<file path="config.mk">
export PLATFORM = sky130hd
export DESIGN_NAME = module_display_bcd_seven
export DESIGN_NICKNAME = d
export VERILOG_FILES = /design/src/rtl/module_display_bcd_seven_pkg.sv /design/src/rtl/module_display_bcd_seven_bcd_to_seven_seg.sv /design/src/rtl/module_display_bcd_seven.sv
export SDC_FILE = /design/constraint.sdc
export NUM_CORES = 1
export LEC_CHECK = 0
export CORE_MARGIN = 8
export CORE_UTILIZATION = 25
export DETAILED_ROUTE_END_ITERATION = 10
export DONT_BUFFER_PORTS = 1
export GPL_TIMING_DRIVEN = 0
export PLACE_DENSITY = 0.48
export SETUP_SLACK_MARGIN = 0.15
export SYNTH_ARGS = -nofsm -noshare
export SYNTH_HDL_FRONTEND = slang
export SYNTH_SLANG_ARGS = --single-unit
export TNS_END_PERCENT = 50
</file>
<file path="constraint.sdc">
create_clock -name clk -period 6.85 [get_ports clk]
set_input_delay 0 -clock clk [delete_from_list [all_inputs] [get_ports clk]]
set_output_delay 0 -clock clk [all_outputs]
set_load 0.005 [all_outputs]
</file>
<file path="src/rtl/module_display_bcd_seven_pkg.sv">
// rtl/module_display_bcd_seven_pkg.sv - shared encodings, segment codes and BCD helper for the display block
package module_display_bcd_seven_pkg;

    typedef enum logic [1:0] {
        ST_IDLE    = 2'd0,
        ST_CONVERT = 2'd1,
        ST_LOAD    = 2'd2
    } state_t;

    localparam int NUM_DIGITS = 3;
    localparam int CONV_STEPS = 7;

    // Active-low gfedcba codes, seg[0]=a
    localparam logic [6:0] SEG_0     = 7'b1000000;
    localparam logic [6:0] SEG_1     = 7'b1111001;
    localparam logic [6:0] SEG_2     = 7'b0100100;
    localparam logic [6:0] SEG_3     = 7'b0110000;
    localparam logic [6:0] SEG_4     = 7'b0011001;
    localparam logic [6:0] SEG_5     = 7'b0010010;
    localparam logic [6:0] SEG_6     = 7'b0000010;
    localparam logic [6:0] SEG_7     = 7'b1111000;
    localparam logic [6:0] SEG_8     = 7'b0000000;
    localparam logic [6:0] SEG_9     = 7'b0010000;
    localparam logic [6:0] SEG_BLANK = 7'b1111111;

    // Pre-shift correction: any nibble >= 5 becomes >= 8 so the shift carries into the next digit
    function automatic logic [11:0] dabble_adjust(input logic [11:0] b);
        logic [11:0] r;
        r = b;
        for (int i = 0; i < NUM_DIGITS; i++) begin
            if (b[4*i +: 4] >= 4'd5) begin
                r[4*i +: 4] = b[4*i +: 4] + 4'd3;
            end
        end
        return r;
    endfunction

endpackage

</file>
<file path="src/rtl/module_display_bcd_seven_bcd_to_seven_seg.sv">
// rtl/module_display_bcd_seven_bcd_to_seven_seg.sv - combinational BCD digit to active-low segment decoder
module module_bcd_to_seven_seg
    import module_display_bcd_seven_pkg::*;
(
    input  logic [3:0] bcd,
    input  logic       blank,
    output logic [6:0] seg
);

    always_comb begin
        seg = SEG_BLANK;
        if (!blank) begin
            case (bcd)
                4'd0:    seg = SEG_0;
                4'd1:    seg = SEG_1;
                4'd2:    seg = SEG_2;
                4'd3:    seg = SEG_3;
                4'd4:    seg = SEG_4;
                4'd5:    seg = SEG_5;
                4'd6:    seg = SEG_6;
                4'd7:    seg = SEG_7;
                4'd8:    seg = SEG_8;
                4'd9:    seg = SEG_9;
                default: seg = SEG_BLANK;
            endcase
        end
    end

endmodule

</file>
<file path="src/rtl/module_display_bcd_seven.sv">
// rtl/module_display_bcd_seven.sv - binary-to-BCD converter driving a scanned 3-digit seven-segment display
module module_display_bcd_seven
    import module_display_bcd_seven_pkg::*;
#(
    parameter int SCAN_DIV = 4
) (
    input  logic                  clk,
    input  logic                  clr,
    input  logic [6:0]            q,
    input  logic                  carry,
    output logic [6:0]            seg,
    output logic [NUM_DIGITS-1:0] an,
    output logic                  done,
    output logic                  ovf
);

    localparam int PW = (SCAN_DIV > 1) ? $clog2(SCAN_DIV) : 1;

    state_t        state, state_n;
    logic [6:0]    last_value, shift_reg;
    logic [11:0]   bcd;
    logic [2:0]    step;
    logic [3:0]    dig_h, dig_t, dig_u;
    logic [3:0]    dig_h_n, dig_t_n, dig_u_n;
    logic          start, do_step, do_load;
    logic [PW-1:0] presc;
    logic          wrap;
    logic [2:0]    an_n;
    logic [3:0]    sel_bcd;
    logic          sel_blank;
    logic [6:0]    seg_n;

    always_ff @(posedge clk or posedge clr) begin
        if (clr) state <= ST_IDLE;
        else     state <= state_n;
    end

    always_comb begin
        state_n = state;
        start   = 1'b0;
        do_step = 1'b0;
        do_load = 1'b0;
        case (state)
            ST_IDLE: begin
                if (q != last_value) begin
                    start   = 1'b1;
                    state_n = ST_CONVERT;
                end
            end
            ST_CONVERT: begin
                do_step = 1'b1;
                if (step == 3'(CONV_STEPS - 1)) state_n = ST_LOAD;
            end
            ST_LOAD: begin
                do_load = 1'b1;
                state_n = ST_IDLE;
            end
            default: state_n = ST_IDLE;
        endcase
    end

    always_ff @(posedge clk or posedge clr) begin
        if (clr) begin
            last_value <= '0;
            shift_reg  <= '0;
            bcd        <= '0;
            step       <= '0;
        end else if (start) begin
            last_value <= q;
            shift_reg  <= q;
            bcd        <= '0;
            step       <= '0;
        end else if (do_step) begin
            {bcd, shift_reg} <= {dabble_adjust(bcd), shift_reg} << 1;
            step             <= step + 3'd1;
        end
    end

    assign dig_h_n = do_load ? bcd[11:8] : dig_h;
    assign dig_t_n = do_load ? bcd[7:4]  : dig_t;
    assign dig_u_n = do_load ? bcd[3:0]  : dig_u;

    always_ff @(posedge clk or posedge clr) begin
        if (clr) begin
            dig_h <= '0;
            dig_t <= '0;
            dig_u <= '0;
            done  <= 1'b0;
            ovf   <= 1'b0;
        end else begin
            dig_h <= dig_h_n;
            dig_t <= dig_t_n;
            dig_u <= dig_u_n;
            done  <= do_load;
            if (carry) ovf <= 1'b1;
        end
    end

    // Decode from next-cycle digit/select values so seg and an always agree on the same edge
    assign wrap = (presc == PW'(SCAN_DIV - 1));
    assign an_n = wrap ? {an[1:0], an[2]} : an;

    always_comb begin
        sel_bcd   = dig_u_n;
        sel_blank = 1'b0;
        case (an_n)
            3'b101: begin
                sel_bcd   = dig_t_n;
                sel_blank = (dig_h_n == 4'd0) && (dig_t_n == 4'd0);
            end
            3'b011: begin
                sel_bcd   = dig_h_n;
                sel_blank = (dig_h_n == 4'd0);
            end
            default: ;
        endcase
    end

    module_bcd_to_seven_seg u_dec (
        .bcd   (sel_bcd),
        .blank (sel_blank),
        .seg   (seg_n)
    );

    always_ff @(posedge clk or posedge clr) begin
        if (clr) begin
            presc <= '0;
            an    <= 3'b110;
            seg   <= SEG_0;
        end else begin
            presc <= wrap ? '0 : presc + 1'b1;
            an    <= an_n;
            seg   <= seg_n;
        end
    end

endmodule

</file>
==> results of run 1 <==
[worst max-delay path by stage]
stage,end,from,cells past startpoint,slack (ns)
global route,seg[4]$_DFF_PP0_,presc[0]$_DFF_PP0_,9,4.00
finish,seg[4]$_DFF_PP0_,presc[0]$_DFF_PP0_,9,4.16
CTS,seg[4]$_DFF_PP0_,presc[0]$_DFF_PP0_,9,4.14
global placement,seg[4]$_DFF_PP0_,presc[0]$_DFF_PP0_,9,4.17
floorplan,seg[4]$_DFF_PP0_,presc[0]$_DFF_PP0_,10,4.39
detailed placement,seg[4]$_DFF_PP0_,presc[0]$_DFF_PP0_,9,4.16
[synth_stat cells, drive strengths merged (2+ instances only)]
cell type,instances,area [µm²]
o211ai,2,15.0
o221ai,2,30.0
dfrtp,54,1350
ha,16,200
a21oi,13,65.1
nand3,11,55.1
nor4,4,25.0
o22ai,8,50.1
mux2,19,218
mux2i,4,40.0
a2bb2oi,8,76.3
o32ai,2,17.5
o21ai,14,70.1
xor2,7,61.3
dfstp,3,78.8
nand2,17,66.3
inv,20,75.1
nor3,4,20.0
nor2,16,62.6
buf,5,40.0
xnor2,6,52.6
clkbuf,2,7.51
o211a,2,20.0
nand2b,6,37.5
a22o,2,18.8
[final cells by class]
cell class | instances | area [µm²]
clock inverter | 3 | 15.0
multi-input combinational | 177 | 1320
tap | 143 | 179
clock buffer | 13 | 260
fill | 1166 | 7890
timing repair buffer | 10 | 110
buffer | 7 | 47.5
inverter | 20 | 75.1
sequential | 57 | 1430
[repair_timing]
| action | in CTS | in global routing |
|---|---|---|
| endpoints found under the hold margin | 40 | 0 |
| hold buffers | 9 | 0 |
| setup buffers | 0 | 0 |
[worst register-to-register path, cell delays in order (launching register included)]
cell and delay (ns):
dfrtp_1 0.39, ha_1 0.29, or4b_4 0.57, o221ai_2 0.11, nand2_2 0.11, o221ai_2 0.35
inv_2 0.13, ha_1 0.21, mux2_4 0.26, a32oi_1 0.16
[per-layer routing]
metal | vias up | track usage [%]
met5 | - | 0
met4 | 0 | 5.64
met3 | 8 | 2.19
met2 | 15 | 13.1
met1 | 942 | 11.1
li1 | 975 | -
[per-stage QoR]
stage	cell area, µm²	std cells
CTS	3440	430
finish	3440	430
detailed placement	3070	405
global placement	3050	404
floorplan	2870	261
global route	3440	430
[cells by family (layout without fill, tap and decap cells)]
logic type / Yosys count / count (layout) / synth area share [%]
AOI/OAI and AO/OA: 61 / 61 / 14.9
muxes: 23 / 23 / 8.98
adders and majority gates: 16 / 16 / 6.97
xor gates and xnor gates: 13 / 13 / 3.97
DFF: 57 / 57 / 49.8
buffers and inverters: 27 / 53 / 4.27
and+or+nand+nor: 64 / 64 / 11.1
[where the power goes]
group | internal, W | total [W] | switching (W)
clock network | 0.000262 | 0.000403 | 0.000141
registers | 0.000468 | 0.000559 | 0.0000910
logic | 0.000241 | 0.000512 | 0.000270
total | 0.000972 | 0.00147 | 0.000502
==> flow_summary.json, run 1 <==
{
  "outcome": "completed",
  "power_w": 0.00147,
  "cts_sinks": 57,
  "mostFrequentLayoutCells": "54 x dfrtp_1, 18 x inv_1, 18 x mux2_2",
  "hold_viol": 0,
  "ys_types": 48,
  "die_y_um": 123,
  "wl_per_cell_um": 13.7,
  "clock_path_buffers": 2,
  "viasPerCell": 4.51,
  "grt_max_degree": 33,
  "n_antenna_cell": 0,
  "slew_viol_final": 0,
  "drc_errors": 0,
  "max-slew-margin-rel_pct": 41.8,
  "synth_fp_nets": 287,
  "max_flop_register": "bcd",
  "wl_met1_mm": 2.85,
  "cts_tree": "built",
  "largest_reg_flops": 12,
  "synth_flop_cell": "dfrtp_1",
  "cp-start-kind": "register",
  "clk_pin_slew_ns": 0.05,
  "drt_iter0_markers": 78,
  "overflow": 0,
  "crit_fanout": 7,
  "clkLatencyLatePin_ns": 0.32,
  "dr.max_layer_used": "met4",
  "grt_pass1_wl_mm": 10.4,
  "port_buffers": 0,
  "critPathArrivalTime_ns": 2.92,
  "synthArstFlopShare_pct": 100,
  "peakVddDrop_uv": 123,
  "finalCritPeriodShare_pct": 39.2,
  "synth-edff-count": 0,
  "holdWs_ns": 0.193,
  "fin_ws_ns": 4.16,
  "drt_pass1_iterations": 4,
  "dr_wl_met3_um": 126,
  "fp-row-count": 39,
  "cp_num_buf_inv": 1,
  "layout-drive-gt1-share_pct": 18.5,
  "crit_family": "simple AND/OR/NAND/NOR gates",
  "crit_type": "reg -> reg",
  "track_usage_pct": 8.76,
  "setup_violations": 0,
  "wl_met2_mm": 2.77,
  "drv_cap": 0,
  "rsz0062_at_grt": "no",
  "cts_buffers": 9,
  "dpl_worst_slack_ns": 4.16,
  "max_freq_mhz": 372,
  "cts_max_level": 3,
  "worst-r2r-setup-slack_ns": 4.16,
  "crit_required_ns": 7.08,
  "io-pin-count": 22,
  "die_w_um": 123,
  "post-route-min-period_ns": 2.69,
  "holdCritPathClass": "in -> async",
  "coreArea_um2": 11300,
  "synthesis.area_um2": 2870,
  "reg2reg_depth": 9,
  "timing.critical_path.cells": "ha_1 > or4b_4 > o221ai_2 > nand2_2 > o221ai_2 > inv_2 > ha_1 > mux2_4 > a32oi_1",
  "p_leak_nw": 1.59,
  "synth-seq-cells": 57,
  "area_delta_synth_final_pct": 19.7,
  "ys_warn_count": 0,
  "end_kind": "register",
  "wirelength_mm": 5.89,
  "final_common_cell": "dfrtp_1",
  "fin_util_pct": 30.3,
  "cts_resized": 0,
  "syn-mean-instance-area_um2": 11.0,
  "grt_pass1_vias": 2064,
  "routabilityCongestion": 0.744,
  "tightest_slew_ns": 0.868,
  "ys_seq_area_share_pct": 49.8,
  "hpwl_mm": 4.17,
  "finalNetCount": 308,
  "die_area_um2": 15200,
  "slowest_delay_ns": 0.57,
  "rr_endpoint": "seg[4]$_DFF_PP0_",
  "finalSetupTns_ns": 0,
  "clock-root-buffer": "clkbuf_16",
  "vias": 1940,
  "worst_r2r_startpoint": "presc[0]$_DFF_PP0_",
  "power_density_nw_per_um2": 429,
  "synth_cells": 261,
  "antenna_found_initial": 0,
  "skew_ns": 0.00647,
  "ant_nets": 0,
  "start_util_pct": 25.4,
  "slowest_stage": "or4b_4"
}
Power figures use the tool's default switching activity.
==> run 2: changes to the inputs <==
PLACE_DENSITY = 0.5   (was 0.48)
clock period = 2.33 ns   (was 6.85 ns; I/O delays follow)
==> run 2 against run 1 <==
Combinational power grew to 3.3 times the previous value. Routed wire length rose by 1.6%. Sequential power rose to 2.9 times the previous value. Critical path depth rose by 1. Non-clock buffer count up 14. The run now ends with setup timing left. Cell area rose by 7.1%. Critical path type unchanged. Total power rose to 3.1 times the previous value.
==> flow_summary.json, run 2 (same netlist as run 1, synthesis figures left out) <==
{
  "outcome": "finished, violations left",
  "violations": "setup timing",
  "swShare_pct": 33.6,
  "critPathArrivalTime_ns": 2.73,
  "power_switching_w": 0.00153,
  "n_antenna_cell": 0,
  "finalNetCount": 322,
  "crit_type": "reg -> reg",
  "wirelength_mm": 5.98,
  "max_flop_register": "bcd",
  "die_w_um": 123,
  "die_y_um": 123,
  "p_comb_share_pct": 36.9,
  "crit_fanout": 5,
  "rr_endpoint": "seg[4]$_DFF_PP0_",
  "dr.max_layer_used": "met4",
  "io-pin-count": 22,
  "drv_cap": 0,
  "grt_max_degree": 35,
  "reg2reg_depth": 10,
  "p_leak_nw": 1.69,
  "clkLatencyLatePin_ns": 0.32,
  "cts_tree": "built",
  "holdWs_ns": 0.00562,
  "largest_reg_flops": 12,
  "skew_ns": 0.00782,
  "power_w": 0.00456,
  "ant_nets": 0,
  "rsz0062_at_grt": "yes",
  "grt_pass1_wl_mm": 10.2,
  "fp-row-count": 39,
  "worst_r2r_startpoint": "presc[0]$_DFF_PP0_",
  "cp-start-kind": "register",
  "tightest_slew_ns": 0.537,
  "drc_errors": 0,
  "holdCritPathClass": "in -> reg",
  "postLayoutCellArea_um2": 3680,
  "viasPerCell": 4.61,
  "track_usage_pct": 8.45,
  "whs_endpoint": "shift_reg[6]$_DFFE_PP0P_",
  "final_common_cell": "dfrtp_1",
  "power_density_nw_per_um2": 1240,
  "hpwl_mm": 4.16,
  "drt_iter0_markers": 98,
  "num-fill-cells": 1141,
  "antenna_found_initial": 0,
  "holdPathStages": 2,
  "coreArea_um2": 11300,
  "clock_path_buffers": 2,
  "clk_pin_slew_ns": 0.05,
  "cts_sinks": 57,
  "routabilityCongestion": 0.797,
  "cts_buffers": 9,
  "wl_met1_mm": 2.82,
  "setup_violations": 6,
  "slew_viol_final": 0,
  "post-route-min-period_ns": 2.51,
  "hold_viol": 0,
  "mostFrequentLayoutCells": "54 x dfrtp_1, 18 x mux2_2, 17 x inv_1",
  "dp.cells": 405,
  "worst-r2r-setup-slack_ns": -0.18,
  "vias": 2045,
  "die_area_um2": 15200,
  "layout-drive-gt1-share_pct": 25.9,
  "clock-root-buffer": "clkbuf_16",
  "overflow": 0,
  "max_freq_mhz": 399,
  "max-slew-margin-rel_pct": 64.1,
  "p_int_w": 0.00303,
  "placed_area_um2": 3100,
  "cts_max_level": 3,
  "crit_required_ns": 2.56,
  "wl_met2_mm": 2.94,
  "port_buffers": 0,
  "fin_cells": 444,
  "finalCritPeriodShare_pct": 108,
  "finalSetupTns_ns": -0.580,
  "clkPwrFrac_pct": 27.1,
  "dr_wl_met3_um": 113,
  "wl_per_cell_um": 13.5,
  "seq_power_share_pct": 36.0,
  "grt_pass1_vias": 2096,
  "drt_pass1_iterations": 4,
  "peakVddDrop_uv": 304,
  "fin_ws_ns": -0.176,
  "end_kind": "register",
  "start_util_pct": 25.4,
  "area_delta_synth_final_pct": 28.1,
  "min-delay-start": "q[6]"
}
run 2: cell type report:
type                       count  area [µm²]  share of cell area [%]
buffer                         7        47.5                    1.29
clock buffer                  14         284                    7.72
clock inverter                 2        10.0                   0.272
inverter                      20        77.6                    2.11
multi-input combinational    177        1430                    38.8
sequential                    57        1430                    38.9
tap                          143         179                    4.86
timing repair buffer          24         223                    6.05
run 2: critical path: stages (launching register included):
cell and delay (ns):
dfrtp_1 0.39, buf_6 0.13, ha_4 0.14, or4b_4 0.56, o221ai_4 0.10, nand2_2 0.12, o221ai_4 0.29, inv_4 0.09
ha_4 0.17, mux2_4 0.27, a32oi_2 0.16
run 2: layer usage:
metal / track usage (%) / up-vias
met5: 0 / -
met4: 4.97 / 0
met3: 1.64 / 8
met2: 13.6 / 19
met1: 10.4 / 1014
li1: - / 1004
run 2: power by group through the flow:
| stage | Clock, W | Combinational (W) | Sequential [W] |
|---|---|---|---|
| 2_1_floorplan | 0 | 0.00123 | 0.00158 |
| 3_3_place_gp | 0 | 0.00147 | 0.00165 |
| 3_5_place_dp | 0 | 0.00151 | 0.00166 |
| 4_1_cts | 0.00127 | 0.00161 | 0.00165 |
| 5_1_grt | 0.00131 | 0.00191 | 0.00169 |
| 6_report | 0.00124 | 0.00168 | 0.00164 |
run 2: stage by stage:
stage / util, % / worst slack, ns
global placement: 27.2 / -0.193
floorplan: - / -0.0354
finish: 32.5 / -0.176
detailed placement: 27.4 / -0.221
global route: 32.5 / -0.293
CTS: 32.0 / -0.149
run 2: worst max-delay path by stage:
| stage | from | endpoint | depth (start not counted) |
|---|---|---|---|
| after floorplan | presc[0]$_DFF_PP0_ | seg[4]$_DFF_PP0_ | 9 |
| after global placement | presc[0]$_DFF_PP0_ | seg[4]$_DFF_PP0_ | 9 |
| after detailed placement | presc[0]$_DFF_PP0_ | seg[4]$_DFF_PP0_ | 9 |
| after CTS | presc[0]$_DFF_PP0_ | seg[4]$_DFF_PP0_ | 10 |
| after global routing | presc[0]$_DFF_PP0_ | seg[4]$_DFF_PP0_ | 10 |
| final | presc[0]$_DFF_PP0_ | seg[4]$_DFF_PP0_ | 10 |
run 2: timing repair:
item,CTS,global route
gates cloned,0,0
resized for setup,9,8
pin swaps,9,8
endpoints found under the setup margin,9,7
buffers inserted,12,2
hold buffers,9,0
hold endpoints to repair,37,0
